[src/rtl/vga_timing_generator.sv]
// vga_timing_generator
//   VGA raster timing source (640x480@60Hz by default). Divides the system clock
//   down to a pixel tick and sweeps the horizontal/vertical position across the full
//   line/frame totals. It also produces active-low hsync/vsync, video_on and a one-clk
//   frame_start pulse.
//
// Ports
//   clk          system clock, all logic on the rising edge
//   reset        synchronous, active-high
//   p_tick       one-clk pulse every CLK_DIV clks; the position advances on it
//   pixel_x      horizontal position, 0..H_TOTAL-1
//   pixel_y      vertical position, 0..V_TOTAL-1
//   video_on     1 inside the visible H_DISPLAY x V_DISPLAY area
//   hsync/vsync  active-low sync pulses
//   frame_start  one-clk pulse in the clk the position becomes (0,0)
module vga_timing_generator #(
  parameter int unsigned CLK_DIV   = 4,
  parameter int unsigned H_DISPLAY = 640,
  parameter int unsigned H_FRONT   = 16,
  parameter int unsigned H_SYNC    = 96,
  parameter int unsigned H_BACK    = 48,
  parameter int unsigned V_DISPLAY = 480,
  parameter int unsigned V_FRONT   = 10,
  parameter int unsigned V_SYNC    = 2,
  parameter int unsigned V_BACK    = 33
) (
  input  logic       clk,
  input  logic       reset,
  output logic       p_tick,
  output logic [9:0] pixel_x,
  output logic [9:0] pixel_y,
  output logic       video_on,
  output logic       hsync,
  output logic       vsync,
  output logic       frame_start
);

  localparam int unsigned H_TOTAL = H_DISPLAY + H_FRONT + H_SYNC + H_BACK;
  localparam int unsigned V_TOTAL = V_DISPLAY + V_FRONT + V_SYNC + V_BACK;
  localparam int unsigned DIV_W   = (CLK_DIV > 1) ? $clog2(CLK_DIV) : 1;

  localparam logic [DIV_W-1:0] DIV_MAX  = DIV_W'(CLK_DIV - 1);
  localparam logic [9:0]       H_MAX    = 10'(H_TOTAL - 1);
  localparam logic [9:0]       V_MAX    = 10'(V_TOTAL - 1);
  localparam logic [9:0]       H_VIS    = 10'(H_DISPLAY);
  localparam logic [9:0]       V_VIS    = 10'(V_DISPLAY);
  localparam logic [9:0]       HS_FIRST = 10'(H_DISPLAY + H_FRONT);
  localparam logic [9:0]       HS_LAST  = 10'(H_DISPLAY + H_FRONT + H_SYNC - 1);
  localparam logic [9:0]       VS_FIRST = 10'(V_DISPLAY + V_FRONT);
  localparam logic [9:0]       VS_LAST  = 10'(V_DISPLAY + V_FRONT + V_SYNC - 1);

  logic [DIV_W-1:0] div, div_next;
  logic [9:0]       h, v, h_next, v_next;
  logic             video_on_next, hsync_next, vsync_next, frame_start_next;

  assign p_tick  = (div == DIV_MAX);
  assign pixel_x = h;
  assign pixel_y = v;

  // Decoded outputs are derived from the next position and registered alongside it,
  // so every output changes on the same edge as pixel_x/pixel_y.
  always_comb begin
    div_next = div + 1'b1;
    h_next   = h;
    v_next   = v;
    if (p_tick) begin
      div_next = '0;
      if (h == H_MAX) begin
        h_next = '0;
        v_next = (v == V_MAX) ? '0 : v + 1'b1;
      end else begin
        h_next = h + 1'b1;
      end
    end
    video_on_next    = (h_next < H_VIS) && (v_next < V_VIS);
    hsync_next       = !((h_next >= HS_FIRST) && (h_next <= HS_LAST));
    vsync_next       = !((v_next >= VS_FIRST) && (v_next <= VS_LAST));
    frame_start_next = p_tick && (h_next == '0) && (v_next == '0);
  end

  always_ff @(posedge clk) begin
    if (reset) begin
      div         <= '0;
      h           <= H_MAX;
      v           <= V_MAX;
      video_on    <= 1'b0;
      hsync       <= 1'b1;
      vsync       <= 1'b1;
      frame_start <= 1'b0;
    end else begin
      div         <= div_next;
      h           <= h_next;
      v           <= v_next;
      video_on    <= video_on_next;
      hsync       <= hsync_next;
      vsync       <= vsync_next;
      frame_start <= frame_start_next;
    end
  end

endmodule

[config.mk]
export PLATFORM = sky130hd
export DESIGN_NAME = vga_timing_generator
export DESIGN_NICKNAME = d
export VERILOG_FILES = /design/src/rtl/vga_timing_generator.sv
export SDC_FILE = /design/constraint.sdc
export NUM_CORES = 1
export LEC_CHECK = 0
export CAP_MARGIN = 20
export CORE_MARGIN = 4
export CORE_UTILIZATION = 54
export DETAILED_ROUTE_END_ITERATION = 16
export PLACE_DENSITY = 0.94
export SYNTH_ARGS = -nofsm -noshare
export SYNTH_HDL_FRONTEND = slang
export SYNTH_SLANG_ARGS = --single-unit
[constraint.sdc]
create_clock -name clk -period 4 [get_ports clk]
set_input_delay 0.8 -clock clk [delete_from_list [all_inputs] [get_ports clk]]
set_output_delay 0.8 -clock clk [all_outputs]
set_load 0.02 [all_outputs]
# Word level (Yosys, flattened, before mapping)
# Index checks and enable logic that the tools add are counted.
# W data, S select, Z words.
op_classes:
  n_addsub: 3
  n_lt_le_gt_ge: 6
  eq_ne: 3
  mux: 5
  reduce_logical: 10
ops:
  columns: ["cell", "count"]
  rows:
  - ["$mux W10", 5]
  - ["$add A10 B1 Y10 const B", 2]
  - ["$eq A10 B10 Y1 const B", 2]
  - ["$logic_not A10 Y1", 2]
  - ["$ge A10 B10 Y1 const B", 1]
  - ["$ge A10 B9 Y1 const B", 1]
  - ["$le A10 B10 Y1 const B", 1]
  - ["$le A10 B9 Y1 const B", 1]
  - ["$lt A10 B10 Y1 const B", 1]
  - ["$lt A10 B9 Y1 const B", 1]
  - ["$logic_and A1 B1 Y1", 5]
  - ["$add A2 B1 Y2 const B", 1]
  - ["$eq A2 B2 Y1 const B", 1]
  - ["$logic_not A1 Y1", 2]
  - ["$reduce_or A2 Y1", 1]
word_totals:
  regBits: 26

# Logic depth before layout (Yosys ltp)
# Gate-level depths: netlist of run 1.
logic_depth:
  ltp_word: 7
  mapped_depth: 8
  depth_no_buf: 8

# Worst setup path before layout of run 1
# No wires, ideal clock.
synth_path:
  kind: "register to register"
  from: "register h[0] (netlist: pixel_x[0])"
  to: "register frame_start"
  setup_ns: 0.088
  arrival_ns: 2.283
  setup_slack_ns: 1.629
  path_stages_with_launch: 9
  path_cell_list: "dfxtp_1 ha_1 nand2_1 or4_1 buf_2 a211oi_2 a31o_1 o2111ai_1 nor4_2"
synth_between:
  elab_chain_cells: 6
synth_lines:
  columns: ["item", "line", "rtl"]
  rows:
  - ["from (decl)", "53", "logic [9:0] h, v, h_next, v_next;"]
  - ["from (signal assigned)", "92", "h <= h_next;"]
  - ["$add A10 B1 Y10 or $eq A10 B10 Y1 (tied branches)", "72, 68", null]
  - ["$mux W10", "68", "if (h == H_MAX) begin"]
  - ["$mux W10", "66", "if (p_tick) begin"]
  - ["$logic_not A10 Y1", "78", "frame_start_next = p_tick && (h_next == '0) && (v_next == '0);"]
  - ["$logic_and A1 B1 Y1", "78", null]
  - ["$logic_and A1 B1 Y1 (*)", "78", null]
  - ["to (signal assigned)", "97", "frame_start <= frame_start_next;"]
  - ["to (decl)", "35", "output logic frame_start"]
# Every way passes the cells marked *; elsewhere a longest branch is shown, timed or not.
# A chain may end at the register's enable or synchronous reset.

# Final worst setup path of run 1
layout_path:
  from: "register div[0]"
  to: "register vsync"
layout_between:
  elab_chain_cells: 5
layout_lines:
  columns: ["item", "line", "rtl"]
  rows:
  - ["from (decl)", "52", "logic [DIV_W-1:0] div, div_next;"]
  - ["from (signal assigned)", "91", "div <= div_next;"]
  - ["$eq A2 B2 Y1 (*)", "56", "assign p_tick = (div == DIV_MAX);"]
  - ["$mux W10 (*)", "66", null]
  - ["$ge A10 B9 Y1 or $le A10 B9 Y1 (tied branches)", "77", "vsync_next = !((v_next >= VS_FIRST) && (v_next <= VS_LAST));"]
  - ["$logic_and A1 B1 Y1 (*)", "77", null]
  - ["$logic_not A1 Y1 (*)", "77", null]
  - ["to (signal assigned)", "96", "vsync <= vsync_next;"]
  - ["to (decl)", "34", "output logic vsync,"]
# Marks and branches as above.

==> results of run 1 <==
[logic make-up after synthesis]
logic type | Yosys count
multiplexers | 2
flip-flops | 26
buffers and inverters | 13
AO/OA/AOI/OAI | 31
adder cells (fa/ha/maj) | 4
XOR/XNOR | 12
AND/OR/NAND/NOR | 76
[worst max-delay path: cells and delay by family, from the launching register on]
kind                       cells  cell delay [ns]
and+or+nand+nor                5             1.64
DFF                            1             0.37
adders and majority gates      1             0.46
xor gates and xnor gates       1             0.13
[metal layers]
metal	vias up	track usage [%]	share of wire, %
li1	655	-	-
met1	619	27.60	42
met2	74	34.45	47
met3	15	3.728	6.9
met4	0	9.061	3.4
met5	-	0	0
[state kept, by name, indices dropped and copies added (netlist names)]
signal	flops
pixel_y	10
pixel_x	10
frame_start	1
hsync	1
div	2
video_on	1
vsync	1
[final cells by class]
cell class | count | area (um^2)
fill | 183 | 749.5
clock buffer | 4 | 36.28
sequential | 26 | 520.5
inverter | 8 | 30.03
tap | 30 | 37.54
multi-input combinational | 125 | 813.3
timing repair buffer | 27 | 267.8
[metrics by stage]
stage,area (um^2),hold slack (ns),utilization (%),power (mW),worst slack [ns]
after global placement,1669,0.4115,67.99,0.4194,1.514
final,1705,0.4506,69.47,0.5564,1.281
after detailed placement,1669,0.4320,67.99,0.4240,1.365
after global routing,1705,0.4532,69.47,0.5833,1.160
after CTS,1705,0.4509,69.47,0.5556,1.337
after floorplan,1384,0.4003,-,0.3852,1.629
[worst max path at each step]
stage / endpoint / cells past startpoint
after global placement: hsync / 7
after CTS: vsync / 7
after detailed placement: frame_start / 7
after floorplan: frame_start / 8
final: vsync / 7
after global routing: frame_start / 7
[cells in the mapped netlist (2+ instances only)]
master,instances,area share (%)
nor4_2,3,2.7
xor2_1,5,3.2
inv_1,8,2.2
nor4_1,3,1.4
a211o_1,2,1.3
and4_1,2,1.3
nor3_1,4,1.4
a31oi_1,3,1.4
a21oi_1,8,2.9
clkbuf_1,4,1.1
dfxtp_1,26,38
and3_1,4,1.8
o21ai_0,6,2.2
nand2_1,12,3.3
or3_1,2,0.90
or4_1,2,1.1
ha_1,4,3.6
mux2i_1,2,1.4
nand2b_1,2,0.90
nand3_1,8,2.9
nand4_1,8,3.6
xnor2_1,7,4.4
nor2_1,17,4.6
[power by group through the flow]
stage / Sequential (mW) / Clock (mW) / Combinational [mW]
4_1_cts: 0.286 / 0.136 / 0.133
6_report: 0.287 / 0.135 / 0.134
5_1_grt: 0.289 / 0.146 / 0.148
2_1_floorplan: 0.299 / 0 / 0.0858
3_5_place_dp: 0.292 / 0 / 0.132
3_3_place_gp: 0.291 / 0 / 0.128
==> flow_summary.toml, run 1 <==
[sta]
slew_headroom_pct = 57.56
fin_crit_ns = 2.719
finalHoldViolCount = 0
tns_ns = 0
fmax_ghz = 0.3678
setup_viol = 0
fin_skew_ns = 0.002592
finalCritPeriodShare_pct = 67.97
rsz0062_at_grt = "no"
slew_viol_final = 0
worstMarginPinSlew_ns = 0.6308

[die]
fp.dieW_um = 58.62
core_um2 = 2455
initial_utilization_pct = 56.37
core.rowCount = 18
ios = 27
dieArea_um2 = 3436
die_h_um = 58.62

[critical_path]
start_kind = "flop"
crit_path_max_fanout = 17
required_ns = 4.21
cpPeakStageDelay_ns = 0.70
worst-setup-path-type = "reg -> reg"
r2r_start = "div[0]"
reg2regPathDepth = 7
cp.arrival_ns = 2.93
cpMaxStageDelayCell = "or4_1"
r2r_end = "vsync"
crit_path_cell_trace = "ha_1 -> nand2_1 -> or4_1 -> nor2_1 -> xnor2_1 -> nor4_2 -> nand4_1"
setup.worst_path.start = "div[0]"
ff2ff_setup_slack_ns = 1.28
endpoint_kind = "flop"

[detailed_routing]
viasPerCell = 6.195
wire_per_inst_um = 15.37
drt_first_pass_iters = 4
drc = 0
routed_wl_um = 3381
antenna_left = 0
drtIter0Drc = 57
vias = 1363

[worst_hold_path]
worstHoldEndpoint = "div[0]"
hold_class = "reg -> reg"
min_path_cells = 1
min_from = "div[0]"

[logic_synthesis]
synth_cell_type_count = 45
synth_compound_area_share_pct = 14.65
synth_edf_count = 0
synth_top_family_by_area = "simple AND/OR/NAND/NOR gates"
syn_area_um2 = 1384
ys_seq_area_share_pct = 37.61
synth_xor_area_share_pct = 7.595
yosys.area_share.adder_pct = 3.617
ys_seq_elements = 26
synthSimpleGateAreaFrac_pct = 31.46
muxShareOfSynthArea_pct = 1.447
netlist_instances = 164
synth_nets = 170
syn_area_per_cell_um2 = 8.438
yosysWarnings = 0
yosys_most_used_dff = "dfxtp_1"
synthArstFlopShare_pct = 0

[clock_tree]
clk_pin_slew_ns = 0.14
post_cts_resized = 0
root_buffer = "clkbuf_4"
holdBufCountCts = 0
htreeDepth = 1
clk_latency_ns = 0.33
cts_sinks = 26
cts_buffers = 3
cts_buffer_depth = 2
cts_setup_buffers = 0
cts_tree = "built"

[global_route]
grt_max_degree = 18
grt_pass1_wl_um = 5699
antenna_found_initial = 0
grt_pass1_vias = 1265
grt_usage_pct = 21.17
grt_overflow = 0

[placement]
dp.cells = 216
dp_hpwl_um = 2526
portBuffers = 26
place.gp.congestion = 0.9425

[finish]
nets = 197
finalNonFillerCells = 220
syn2layout_area_growth_pct = 23.24
n_antenna_cell = 0
drive_above_1_share_pct = 6.316
layout_common_cells = "26 x dfxtp_1, 26 x clkdlybuf4s50_1, 17 x nor2_1"

[flow_run]
cap_violations = 0

[power_and_ir_drop]
power_switching_mw = 0.1732
pwr-share-seq_pct = 51.6
vdd_drop_max_v = 0.0002504
p_int_mw = 0.3833
powerDensity_nw_per_um2 = 326.3
combPwrFrac_pct = 24.1
power.share.clock_pct = 24.3
switching_share_pct = 31.12
p_leak_nw = 0.6445

[outcome]
run_status = "finished, final reports clean"
Note: power is estimated with default switching activity, not from simulation.
==> run 2: changes to the inputs <==
Settings changed: CORE_UTILIZATION 54 to 51, PLACE_DENSITY 0.94 to 0.9.
Clock period 4 ns to 2.6 ns, I/O delays scaled along.
==> flow_summary.toml, run 2 (synthesis results as in run 1) <==
[finish]
drive_above_1_share_pct = 9.375
layout_common_cells = "26 x clkdlybuf4s50_1, 25 x dfxtp_1, 17 x nor2_1"
nets = 199
design_area_um2 = 1755
n_antenna_cell = 0
layout_commonest_cell = "clkdlybuf4s50_1"
syn2layout_area_growth_pct = 26.85
finalNonFillerCells = 222
final_util_pct = 69.59
fillers = 210

[sta]
fin_crit_ns = 2.381
rsz0062_at_grt = "no"
fmax_ghz = 0.4200
slew_headroom_pct = 59.86
finalHoldViolCount = 0
setup_viol = 0
slew_viol_final = 0
fin_skew_ns = 0.001815
finalCritPeriodShare_pct = 91.58
tns_ns = 0
worstMarginPinSlew_ns = 0.5965

[clock_tree]
root_buffer = "clkbuf_4"
clk_latency_ns = 0.32
cts_tree = "built"
cts_setup_buffers = 0
cts_buffers = 3
htreeDepth = 1
cts_buffer_depth = 2
clk_pin_slew_ns = 0.14
cts_sinks = 26

[placement]
dp_hpwl_um = 2604
placed_cell_area_um2 = 1684
dp.cells = 218
portBuffers = 26
place.gp.congestion = 0.8825

[critical_path]
worst-setup-path-type = "reg -> reg"
start_kind = "flop"
cp.arrival_ns = 2.63
r2r_end = "frame_start"
reg2regPathDepth = 7
required_ns = 2.85
ff2ff_setup_slack_ns = 0.22
crit_path_max_fanout = 8
endpoint = "frame_start"
r2r_start = "pixel_x[1]"
endpoint_kind = "flop"
setup.worst_path.start = "pixel_x[1]"

[power_and_ir_drop]
powerDensity_nw_per_um2 = 533.0
finalPower_mw = 0.9356
vdd_drop_max_v = 0.0003802
p_leak_nw = 0.6645

[global_route]
grt_usage_pct = 21.31
grt_pass1_vias = 1314
grt_overflow = 0
grt_pass1_wl_um = 5913
antenna_found_initial = 0
grt_max_degree = 16

[die]
dieArea_um2 = 3611
initial_utilization_pct = 54.86
fp.dieW_um = 60.09
core.rowCount = 18
ios = 27
die_h_um = 60.09
core_um2 = 2522

[detailed_routing]
vias = 1430
drt_first_pass_iters = 6
drtIter0Drc = 80
viasPerCell = 6.441
wire_per_inst_um = 16.63
top_layer_used = "met4"
drt-met1-wl_um = 1511
wl_met2_um = 1735
antenna_left = 0
dr_wl_met3_um = 296
routed_wl_um = 3692
drc = 0

[flow_run]
cap_violations = 0

[outcome]
run_status = "finished, final reports clean"

[worst_hold_path]
hold_class = "reg -> reg"
## run 2: cell types whose count changed in the layout (fill, tap and decap cells not counted)
| cell | delta |
|---|---|
| or4_4 | +1 |
| clkbuf_8 | -1 |
| nor4_1 | -1 |
| dfxtp_2 | +1 |
| xor2_1 | -1 |
| buf_4 | +2 |
| or4_1 | -1 |
| xor2_2 | +1 |
| dfxtp_1 | -1 |
| nor4_2 | +1 |
| bufinv_16 | +1 |
## run 2: where the power goes
group	internal [mW]	leakage (nW)	switching, mW
Clock	0.156	0.0279	0.121
Sequential	0.416	0.211	0.0264
Combinational	0.0912	0.426	0.125
Total	0.663	0.665	0.272
## run 2: worst min-delay path by stage
stage	start	endpoint	slack, ns	cells after the start
2_1_floorplan	div[0]	div[0]	0.40	1
3_3_place_gp	div[0]	div[0]	0.41	1
3_5_place_dp	div[0]	div[0]	0.42	1
4_1_cts	div[0]	div[0]	0.44	1
5_1_grt	div[0]	div[0]	0.47	1
6_report	div[0]	div[0]	0.44	1
## run 2: final cells by class
class / count / area [um^2] / share of cell area (%)
clock buffer: 3 / 22.52 / 1.283
clock inverter: 1 / 30.03 / 1.711
inverter: 8 / 30.03 / 1.711
multi-input combinational: 125 / 830.8 / 47.33
sequential: 26 / 521.8 / 29.72
tap: 30 / 37.54 / 2.138
timing repair buffer: 29 / 282.8 / 16.11
## run 2: worst max-delay path, stage by stage, from the launching register on
cell	delay (ns)
dfxtp_1	0.45
ha_1	0.30
nand2_1	0.16
or4_4	0.57
a211oi_2	0.27
a31o_1	0.13
o2111ai_1	0.14
nor4_2	0.28
## run 2: per-stage QoR
| step | hold WS [ns] | setup WS [ns] |
|---|---|---|
| finish | 0.4398 | 0.2189 |
| detailed placement | 0.4249 | 0.1361 |
| CTS | 0.4435 | 0.1066 |
| global placement | 0.4125 | 0.2536 |
| global route | 0.4698 | 0.04175 |
| floorplan | 0.4003 | 0.2294 |
## run 2: layer usage
metal  vias up  track usage, %
met4         0           10.44
met2        86           34.26
li1        656               -
met3        28           3.240
met1       660           27.57
met5         -               0
## run 2: what timing repair did
item                       4_1_cts  5_1_grt
hold buffers                     0        0
gates resized for setup          0        4
setup endpoints to repair        0        4
==> run 3: changes to the inputs <==
Settings changed: CORE_UTILIZATION 51 to 53, CTS_BUF_LIST from default to sky130_fd_sc_hd__clkbuf_8, PLACE_DENSITY 0.9 to 0.92.
==> flow_summary.toml, run 3 (synthesis results as in run 1) <==
[detailed_routing]
drt_first_pass_iters = 4
routed_wl_um = 3641
wire_per_inst_um = 16.33
drc = 0
antenna_left = 0
vias = 1387
viasPerCell = 6.220
drtIter0Drc = 94

[finish]
syn2layout_area_growth_pct = 26.04
n_antenna_cell = 0
nets = 201
fillers = 198
drive_above_1_share_pct = 8.290
finalNonFillerCells = 223
layout_common_cells = "26 x dfxtp_1, 26 x clkdlybuf4s50_1, 17 x nor2_1"

[critical_path]
start_kind = "flop"
crit_path_max_fanout = 8
cpMaxStageDelayCell = "dfxtp_1"
cp.arrival_ns = 2.65
required_ns = 2.78
cpPeakStageDelay_ns = 0.47
endpoint_kind = "flop"
worst-setup-path-type = "reg -> reg"
crit_path_cell_trace = "ha_1 -> nand4_1 -> nor4_1 -> buf_4 -> nand3_1 -> xor2_1 -> nand4b_1 -> nor4_2"

[placement]
portBuffers = 26
place_ws_ns = 0.1504
dp_hpwl_um = 2650
dp.cells = 220
place.gp.congestion = 0.9302

[power_and_ir_drop]
combPwrFrac_pct = 24.6
power_switching_mw = 0.2660
pwr-share-seq_pct = 50.4
powerDensity_nw_per_um2 = 502.3
p_leak_nw = 0.6679
power.share.clock_pct = 25.0
p_int_mw = 0.6101
switching_share_pct = 30.36
finalPower_mw = 0.8760
vdd_drop_max_v = 0.0004247

[die]
initial_utilization_pct = 55.86
dieArea_um2 = 3492
core_um2 = 2477
core.rowCount = 18
fp.dieW_um = 59.10
ios = 27
die_h_um = 59.10

[sta]
slew_viol_final = 0
tns_ns = 0
fmax_ghz = 0.4060
finalCritPeriodShare_pct = 94.73
worst_slack_ns = 0.1370
fin_crit_ns = 2.463
hold_slack_ns = 0.4286
slew_headroom_pct = 63.24
worstMarginPinSlew_ns = 0.5463
rsz0062_at_grt = "no"
fin_skew_ns = 0.004465
setup_viol = 0
finalHoldViolCount = 0

[clock_tree]
post_cts_resized = 0
root_buffer = "clkbuf_8"
cts_tree = "built"
cts_buffers = 3
holdBufCountCts = 0
cts_sinks = 26
clk_pin_slew_ns = 0.08
cts_setup_buffers = 0
htreeDepth = 1
clk_latency_ns = 0.27
cts_buffer_depth = 2

[worst_hold_path]
hold_class = "reg -> reg"

[global_route]
grt_pass1_wl_um = 5961
grt_max_degree = 17
antenna_found_initial = 0
grt_overflow = 0
grt_pass1_vias = 1283
grt_usage_pct = 22.12

[outcome]
run_status = "finished, final reports clean"

[flow_run]
cap_violations = 0
## run 3: changes by cell type in the layout (fill, tap and decap cells not counted), sizes merged
cell,change
buf,+2
bufinv,-1
## run 3: layout make-up
type                            count  area, um^2  area share (%)
Multi-Input combinational cell    125       817.0           46.84
Clock buffer                        3       41.29           2.367
Tap cell                           30       37.54           2.152
Timing Repair Buffer               31       297.8           17.07
Inverter                            8       30.03           1.722
Sequential cell                    26       520.5           29.84
## run 3: worst paths after layout
| path | startpoint | to | slack [ns] | depth (start not counted) |
|---|---|---|---|---|
| worst min-delay path | div[0] | div[0] | 0.43 | 1 |
| worst min register to register | div[0] | div[0] | 0.43 | 1 |
| worst max-delay path | pixel_x[0] | frame_start | 0.14 | 8 |
| worst max register to register | pixel_x[0] | frame_start | 0.14 | 8 |
## run 3: metal layers
metal / GRT usage, % / part of all wire, % / vias up
met1: 28.55 / 42 / 646
met2: 36.12 / 47 / 70
met3: 3.268 / 7.1 / 13
li1: - / - / 658
met4: 10.36 / 3.6 / 0
met5: 0 / 0 / -
## run 3: power groups by stage
stage	combinational (mW)	sequential (mW)	clock (mW)
global route	0.233	0.445	0.236
floorplan	0.132	0.461	0
detailed placement	0.207	0.450	0
finish	0.216	0.441	0.219
global placement	0.201	0.448	0
CTS	0.211	0.440	0.220
## run 3: critical path: cells and delay by family, from the launching register on
kind	cells	cell delay, ns
xor+xnor	1	0.32
fa+ha+maj	1	0.30
buf+inv	1	0.20
flops	1	0.47
simple gates	5	1.09
## run 3: through the flow
step / util (%) / cell area [um^2]
finish: 70.40 / 1744
detailed placement: 68.59 / 1699
global placement: 68.59 / 1699
global route: 70.40 / 1744
CTS: 70.25 / 1740
floorplan: - / 1384
